===== src/rtl/axi_lite_rd_arbiter.sv =====
// rtl/axi_lite_rd_arbiter.sv - two-master round-robin AXI4-Lite read-channel arbiter
module axi_lite_rd_arbiter #(
  parameter int ADDR_W = 32,
  parameter int DATA_W = 32
) (
  input  logic              clk,
  input  logic              rst_n,
  input  logic              m0_arvalid,
  output logic              m0_arready,
  input  logic [ADDR_W-1:0] m0_araddr,
  output logic              m0_rvalid,
  input  logic              m0_rready,
  output logic [DATA_W-1:0] m0_rdata,
  output logic [1:0]        m0_rresp,
  input  logic              m1_arvalid,
  output logic              m1_arready,
  input  logic [ADDR_W-1:0] m1_araddr,
  output logic              m1_rvalid,
  input  logic              m1_rready,
  output logic [DATA_W-1:0] m1_rdata,
  output logic [1:0]        m1_rresp,
  output logic              s_arvalid,
  input  logic              s_arready,
  output logic [ADDR_W-1:0] s_araddr,
  input  logic              s_rvalid,
  output logic              s_rready,
  input  logic [DATA_W-1:0] s_rdata,
  input  logic [1:0]        s_rresp
);

  typedef enum logic [1:0] {
    IDLE = 2'd0,
    ADDR = 2'd1,
    DATA = 2'd2
  } state_t;

  state_t            state, state_d;
  logic              grant, grant_d;
  logic              last_grant, last_grant_d;
  logic [ADDR_W-1:0] addr_q, addr_d;
  logic              win0, win1;

  // On a tie the master that was not served last wins.
  assign win0 = m0_arvalid & (~m1_arvalid | last_grant);
  assign win1 = m1_arvalid & ~win0;

  assign s_araddr = addr_q;

  always_ff @(posedge clk or negedge rst_n) begin
    if (!rst_n) begin
      state      <= IDLE;
      grant      <= 1'b0;
      last_grant <= 1'b1;
      addr_q     <= '0;
    end else begin
      state      <= state_d;
      grant      <= grant_d;
      last_grant <= last_grant_d;
      addr_q     <= addr_d;
    end
  end

  always_comb begin
    state_d      = state;
    grant_d      = grant;
    last_grant_d = last_grant;
    addr_d       = addr_q;
    m0_arready   = 1'b0;
    m1_arready   = 1'b0;
    m0_rvalid    = 1'b0;
    m0_rdata     = '0;
    m0_rresp     = 2'b00;
    m1_rvalid    = 1'b0;
    m1_rdata     = '0;
    m1_rresp     = 2'b00;
    s_arvalid    = 1'b0;
    s_rready     = 1'b0;
    // Outputs are forced quiet for the whole time reset is held, not just after the edge.
    if (rst_n) begin
      unique case (state)
        IDLE: begin
          m0_arready = win0;
          m1_arready = win1;
          if (win0 | win1) begin
            grant_d      = win1;
            last_grant_d = win1;
            addr_d       = win1 ? m1_araddr : m0_araddr;
            state_d      = ADDR;
          end
        end
        ADDR: begin
          s_arvalid = 1'b1;
          if (s_arready) state_d = DATA;
        end
        DATA: begin
          if (grant) begin
            m1_rvalid = s_rvalid;
            m1_rdata  = s_rdata;
            m1_rresp  = s_rresp;
            s_rready  = m1_rready;
          end else begin
            m0_rvalid = s_rvalid;
            m0_rdata  = s_rdata;
            m0_rresp  = s_rresp;
            s_rready  = m0_rready;
          end
          if (s_rvalid && s_rready) state_d = IDLE;
        end
        default: state_d = IDLE;
      endcase
    end
  end

endmodule


===== config.mk =====
export PLATFORM = sky130hd
export DESIGN_NAME = axi_lite_rd_arbiter
export DESIGN_NICKNAME = d
export VERILOG_FILES = /design/src/rtl/axi_lite_rd_arbiter.sv
export SDC_FILE = /design/constraint.sdc
export NUM_CORES = 1
export LEC_CHECK = 0
export CORE_ASPECT_RATIO = 2
export CORE_MARGIN = 3
export CORE_UTILIZATION = 28
export DETAILED_ROUTE_END_ITERATION = 6
export PLACE_DENSITY = 0.77
export SYNTH_ARGS = -nofsm -noshare
export SYNTH_HDL_FRONTEND = slang
export SYNTH_SLANG_ARGS = --single-unit

===== constraint.sdc =====
create_clock -name clk -period 1.9 [get_ports clk]
set_input_delay 0.38 -clock clk [delete_from_list [all_inputs] [get_ports clk]]
set_output_delay 0.38 -clock clk [all_outputs]
set_load 0.03 [all_outputs]

==> results.tsv, run 1 <==
metric	value	unit
status	complete, but fails checks	
failing checks	negative setup slack	
Critical Path End Type	output port	
proportion of layout cells with a drive suffix above 1	26.22	%
die width	67.98	um
pre-CTS WS	0.04118	ns
P per Cell Area	1140	nW/um2
post-DR wirelength/cell	17.15	um
Crit-path slowest cell	dfrtp_1	
WHS	0.04811	ns
root buf cell	clkbuf_16	
critical path depth	5	
initial core utilization	29.16	%
Synth cell types	25	
antenna cells	0	
TritonCTS clock tree	built	
clk sinks	36	
Routed Antenna Nets	0	
area added between synthesis and finish	119.0	%
vias per cell	4.935	
worst vdd ir	0.7888	mV
Leakage	1.982	nW
Seq/Total Area, Yosys	41.94	%
Mean Syn Cell Area	10.15	um2
# hold bufs at CTS	0	
Final HPWL DP	7242	um
critical setup path kind	register to output port	
max-slew violations	0	
Routed Wire Length	8967	um
initial drt markers	76	
Nets	536	
largest cells by area after synthesis	dfrtp_1 41%, and2_1 21%, o221a_1 15%	
largest net degree at the start of global routing	36	
Core ar.	7377	um2
worst reg2reg path depth	5	
DP Area	4284	um2
Synth top area share	40.72	%
Tot GR Track Use	19.60	%
cell row count	44	
clock skew	0.007429	ns
H-tree Lvls	2	
crit-path max cell delay	0.37	ns
GRT overflow	0	
Filler cells	575	
Seq cells post-synth	36	
Synth area leader	dfrtp_1	
Final period util	101.3	%
crit-path leading delay family	simple AND/OR/NAND/NOR gates	
R2R setup slack	0.30	ns
Die Area	8833	um2
CP required	1.52	ns
Yosys warning count	0	
Via Count	2581	
setup tns final	-0.6191	ns
syn nets	318	
gpl congestion	0.7652	
post-synthesis cell area	2151	um2
initial antenna violation count	0	
hold crit path type	input pin to asynchronous set/reset pin	
# IOs	212	
Post-Syn Instances	212	
Period minus WS final	1.925	ns
EDFF count, synth	0	
CTS clk-pin slew, worst paths	0.06	ns
global-route wire length before repair	13140	um
CP startpoint kind	register	
DRC	0	
Crit path arrival time	1.54	ns
actual slew at the worst max-slew pin	0.4477	ns
drt first pass iters	4	
achievable frequency	0.5195	GHz
r2r startpoint	state[1]	
Max Root-Sink Buffers	2	
worst r2r dst	s_araddr[12]	
dominant synthesized flop cell	dfrtp_1	
post-route cell area	4710	um2
total of max-cap violations	0	
async set-reset flop share out of synthesis	100.0	%
vias in the first global route	2641	
PnR worst setup slack	-0.02481	ns
final setup fails	62	
worst-path fanout max	35	
crit path cell chain	nand3b_1, nor2_2, buf_12, and2_1, buf_6	
number of buffers created by CTS	5	
CP bufs+invs	2	
Clock Latency Late Sink	0.28	ns
Final Hold Vio Count	0	
IO buf count	211	
Die H	129.9	um
max_slew headroom	70.16	%
unrepaired setup endpoints after global routing	yes	
[what timing repair did]
| action | CTS | global route |
|---|---|---|
| pin swaps | 2 | 1 |
| resized for setup | 71 | 4 |
| endpoints found under the setup margin | 70 | 71 |
| setup buffers | 1 | 0 |
[cells in the mapped netlist (2+ instances only)]
master    instances
inv_1             2
dfrtp_1          35
buf_2             2
clkbuf_1         13
o221a_1          29
a21o_1            2
buf_4             3
nand2_1           2
nor2_1            4
or3_1            32
o221a_2           3
and2_1           72
[worst max-delay path by stage]
stage,start,to
final,state[0],m1_rdata[8]
after detailed placement,m1_arvalid,s_araddr[27]
after floorplan,state[0],m0_rdata[0]
after global placement,m0_arvalid,s_araddr[25]
after global routing,state[0],m1_rdata[7]
after CTS,state[0],m1_rdata[18]
[routing by layer]
layer | global-route usage, % | vias to the layer above | wire length [um] | share of wire (%)
met3 | 6.288 | 22 | 1036 | 12
li1 | - | 1201 | - | -
met1 | 17.79 | 1195 | 2793 | 31
met5 | 0 | - | 0 | 0
met4 | 8.675 | 0 | 298 | 3.3
met2 | 37.37 | 163 | 4838 | 54
[sequential cells by signal (all words and copies together) (netlist names)]
name	cells
s_araddr	32
state	2
grant	1
last_grant	1
[cells in the final DEF, fill, tap and decap left out]
cell             instances
a21boi_0                 1
a21o_1                   2
a2bb2oi_1                1
and2_1                  69
and2_4                   3
and3b_1                  1
buf_12                   4
buf_2                    1
buf_4                   19
buf_6                   69
clkbuf_16                5
clkdlybuf4s50_1        136
clkinv_2                 2
clkinv_4                 1
dfrtp_1                 35
dfstp_2                  1
inv_1                    2
mux2i_1                  1
nand2_1                  2
nand2b_1                 1
nand3_2                  1
nand3b_1                 1
nand4bb_1                1
nor2_1                   1
nor2_2                   3
nor3b_4                  1
o211a_1                  1
o21a_1                   1
o21ai_0                  1
o221a_1                 29
o221a_2                  3
or3_1                   32
[power breakdown]
part	internal (W)	switching, W	total [W]
Sequential	0.00115	0.000229	0.00138
Combinational	0.00153	0.00167	0.00320
Clock	0.000482	0.000310	0.000793
[area by class of cell]
class                   instances  area (um2)  area share, %
clock buffers                   5       125.1          2.657
clock inverters                 3       18.77         0.3985
inverters                       2       7.507         0.1594
multi-input cells             156        1175          24.95
flip-flops and latches         36       902.1          19.16
well taps                      92       115.1          2.444
repair buffers                229        2366          50.24
[worst reg2reg max path, stage by stage, from the launching register on]
cell and delay (ns):
dfrtp_1 0.38, buf_4 0.16, nand4bb_1 0.25, buf_4 0.24, or3_1 0.33, o221a_1 0.13
[metrics by stage]
stage | instances | total power, W | utilization, %
finish | 523 | 0.005367 | 63.84
global placement | 514 | 0.004438 | 58.07
CTS | 523 | 0.005415 | 63.69
detailed placement | 514 | 0.004495 | 58.07
floorplan | 212 | 0.003050 | -
global route | 523 | 0.005644 | 63.84
[kinds of logic (layout without fill, tap and decap cells)]
group	count (synthesis)	count (layout)	share of synthesized area [%]
muxes	1	1	0.4654
and+or+nand+nor	116	116	34.21
AOI/OAI and AO/OA	39	39	19.26
DFF	36	36	41.94
buffers and inverters	20	239	4.131
Note: power is estimated with default switching activity, not from simulation.
==> inputs of run 2 (changes only) <==
Settings changed: CORE_MARGIN 3 to not set, GPL_ROUTABILITY_DRIVEN set to 0.
==> run 2 against run 1 <==
The run still ends with negative setup slack left. Worst setup slack improved by 0.0027 ns. Sequential share of layout area shrank 0.12 points. Fmax grew 0.14%. Die area down 8.8%. Critical path depth did not move. Non-clock buffer count is 1 lower. Flip-flop and latch count stayed put. Via count down 0.97%. First-iteration DRC count fell by 20%. Worst hold slack lost 0.010 ns. Sequential power about the same. Critical endpoint is now m1_rdata[26]. Largest cell class unchanged.
==> results.tsv, run 2 (synthesis results as in run 1) <==
metric	value	unit
initial antenna violation count	0	
drt first pass iters	4	
Filler cells	578	
Final Power	0.005531	W
Routed Antenna Nets	0	
Final HPWL DP	6809	um
Routed Wire Length	8718	um
CP required	1.52	ns
hold crit path type	input pin to asynchronous set/reset pin	
post-DR wirelength/cell	16.70	um
vias in the first global route	2581	
antenna cells	0	
achievable frequency	0.5203	GHz
DP Area	4287	um2
H-tree Lvls	2	
Period minus WS final	1.922	ns
area occupied by multi-input gates	1172	um2
crit path cell chain	nand3b_1, nor2_2, buf_12, and2_1, buf_6	
Die Area	8057	um2
Max Root-Sink Buffers	2	
CP startpoint kind	register	
R2R setup slack	0.27	ns
max_slew headroom	71.82	%
r2r startpoint	state[1]	
Leakage	1.994	nW
Final period util	101.2	%
initial drt markers	61	
most common cell after layout, fill and taps aside	clkdlybuf4s50_1	
Final Hold Vio Count	0	
status	complete, but fails checks	
Nets	535	
failing checks	negative setup slack	
TritonCTS clock tree	built	
max-slew violations	0	
number of buffers created by CTS	5	
total of max-cap violations	0	
Critical Path End Type	output port	
Die H	125.9	um
PnR worst setup slack	-0.02208	ns
Clock Latency Late Sink	0.28	ns
vias per cell	4.897	
largest net degree at the start of global routing	36	
max FFs per register	32	
clk sinks	36	
P per Cell Area	1165	nW/um2
proportion of layout cells with a drive suffix above 1	25.81	%
DRC	0	
GRT overflow	0	
cell row count	44	
CTS clk-pin slew, worst paths	0.05	ns
worst reg2reg path depth	6	
unrepaired setup endpoints after global routing	yes	
initial core utilization	29.37	%
root buf cell	clkbuf_16	
clock skew	0.006069	ns
Register Area	903.4	um2
post-route cell area	4746	um2
# hold bufs at CTS	0	
Via Count	2556	
actual slew at the worst max-slew pin	0.4227	ns
die width	63.98	um
Core ar.	7322	um2
crit-path max cell delay	0.37	ns
Crit path arrival time	1.54	ns
commonest non-fill, non-tap cells in the layout	136 x clkdlybuf4s50_1, 69 x and2_1, 69 x buf_6	
area added between synthesis and finish	120.7	%
worst-path fanout max	35	
Tot GR Track Use	21.05	%
Critical Path Source	state[0]	
worst vdd ir	0.6465	mV
Crit-path slowest cell	dfrtp_1	
final setup fails	2	
critical setup path kind	register to output port	
global-route wire length before repair	13000	um
# IOs	212	
IO buf count	211	
-- run 2: cell type report --
type	instances	share of cell area [%]
Timing Repair Buffer	228	50.22
Multi-Input combinational cell	156	24.70
Sequential cell	36	19.04
Clock buffer	6	2.716
Tap cell	92	2.426
Clock inverter	2	0.7382
Inverter	2	0.1582
-- run 2: routing by layer --
metal	track usage, %	routed length [um]
met1	18.82	2740
met2	39.30	4680
met3	9.058	950
met4	9.225	346
met5	0	0
-- run 2: through the flow --
step	worst slack (ns)	TNS, ns	instances	hold WS, ns	util [%]
floorplan	0.1097	0	212	0.08441	-
global route	-0.1259	-5.312	522	0.05672	64.82
detailed placement	0.04114	0	511	0.3347	58.54
global placement	0.09307	0	511	0.3360	58.54
finish	-0.02208	-0.03053	522	0.03813	64.82
CTS	-0.02549	-0.5876	519	0.03512	60.80
-- run 2: path summary, 6_finish.rpt --
kind,end
worst min-delay path,grant
worst max-delay path,m1_rdata[26]
max in group asynchronous,last_grant
worst min register to register,last_grant
worst max register to register,s_araddr[25]
min in group clk,last_grant
-- run 2: repair_timing --
action,CTS,global route
setup buffers,0,3
gates resized for setup,1,74
endpoints found under the setup margin,70,71
pin swaps,0,4
-- run 2: power by group --
part           internal, W  total, W  switching [W]
Combinational      0.00156   0.00321        0.00166
Clock             0.000617  0.000923       0.000307
Sequential         0.00115   0.00139       0.000243
Total              0.00332   0.00553        0.00221
-- run 2: worst max-delay path: cells and delay by family (launching register included) --
family	cells	cell delay, ns
and+or+nand+nor	3	0.56
DFF	1	0.37
buffers and inverters	2	0.33
==> inputs of run 3 (changes only) <==
Settings changed: GPL_ROUTABILITY_DRIVEN 0 to not set.
==> results of run 3 <==
The final DEF is identical to that of run 2; final timing and power are the same.
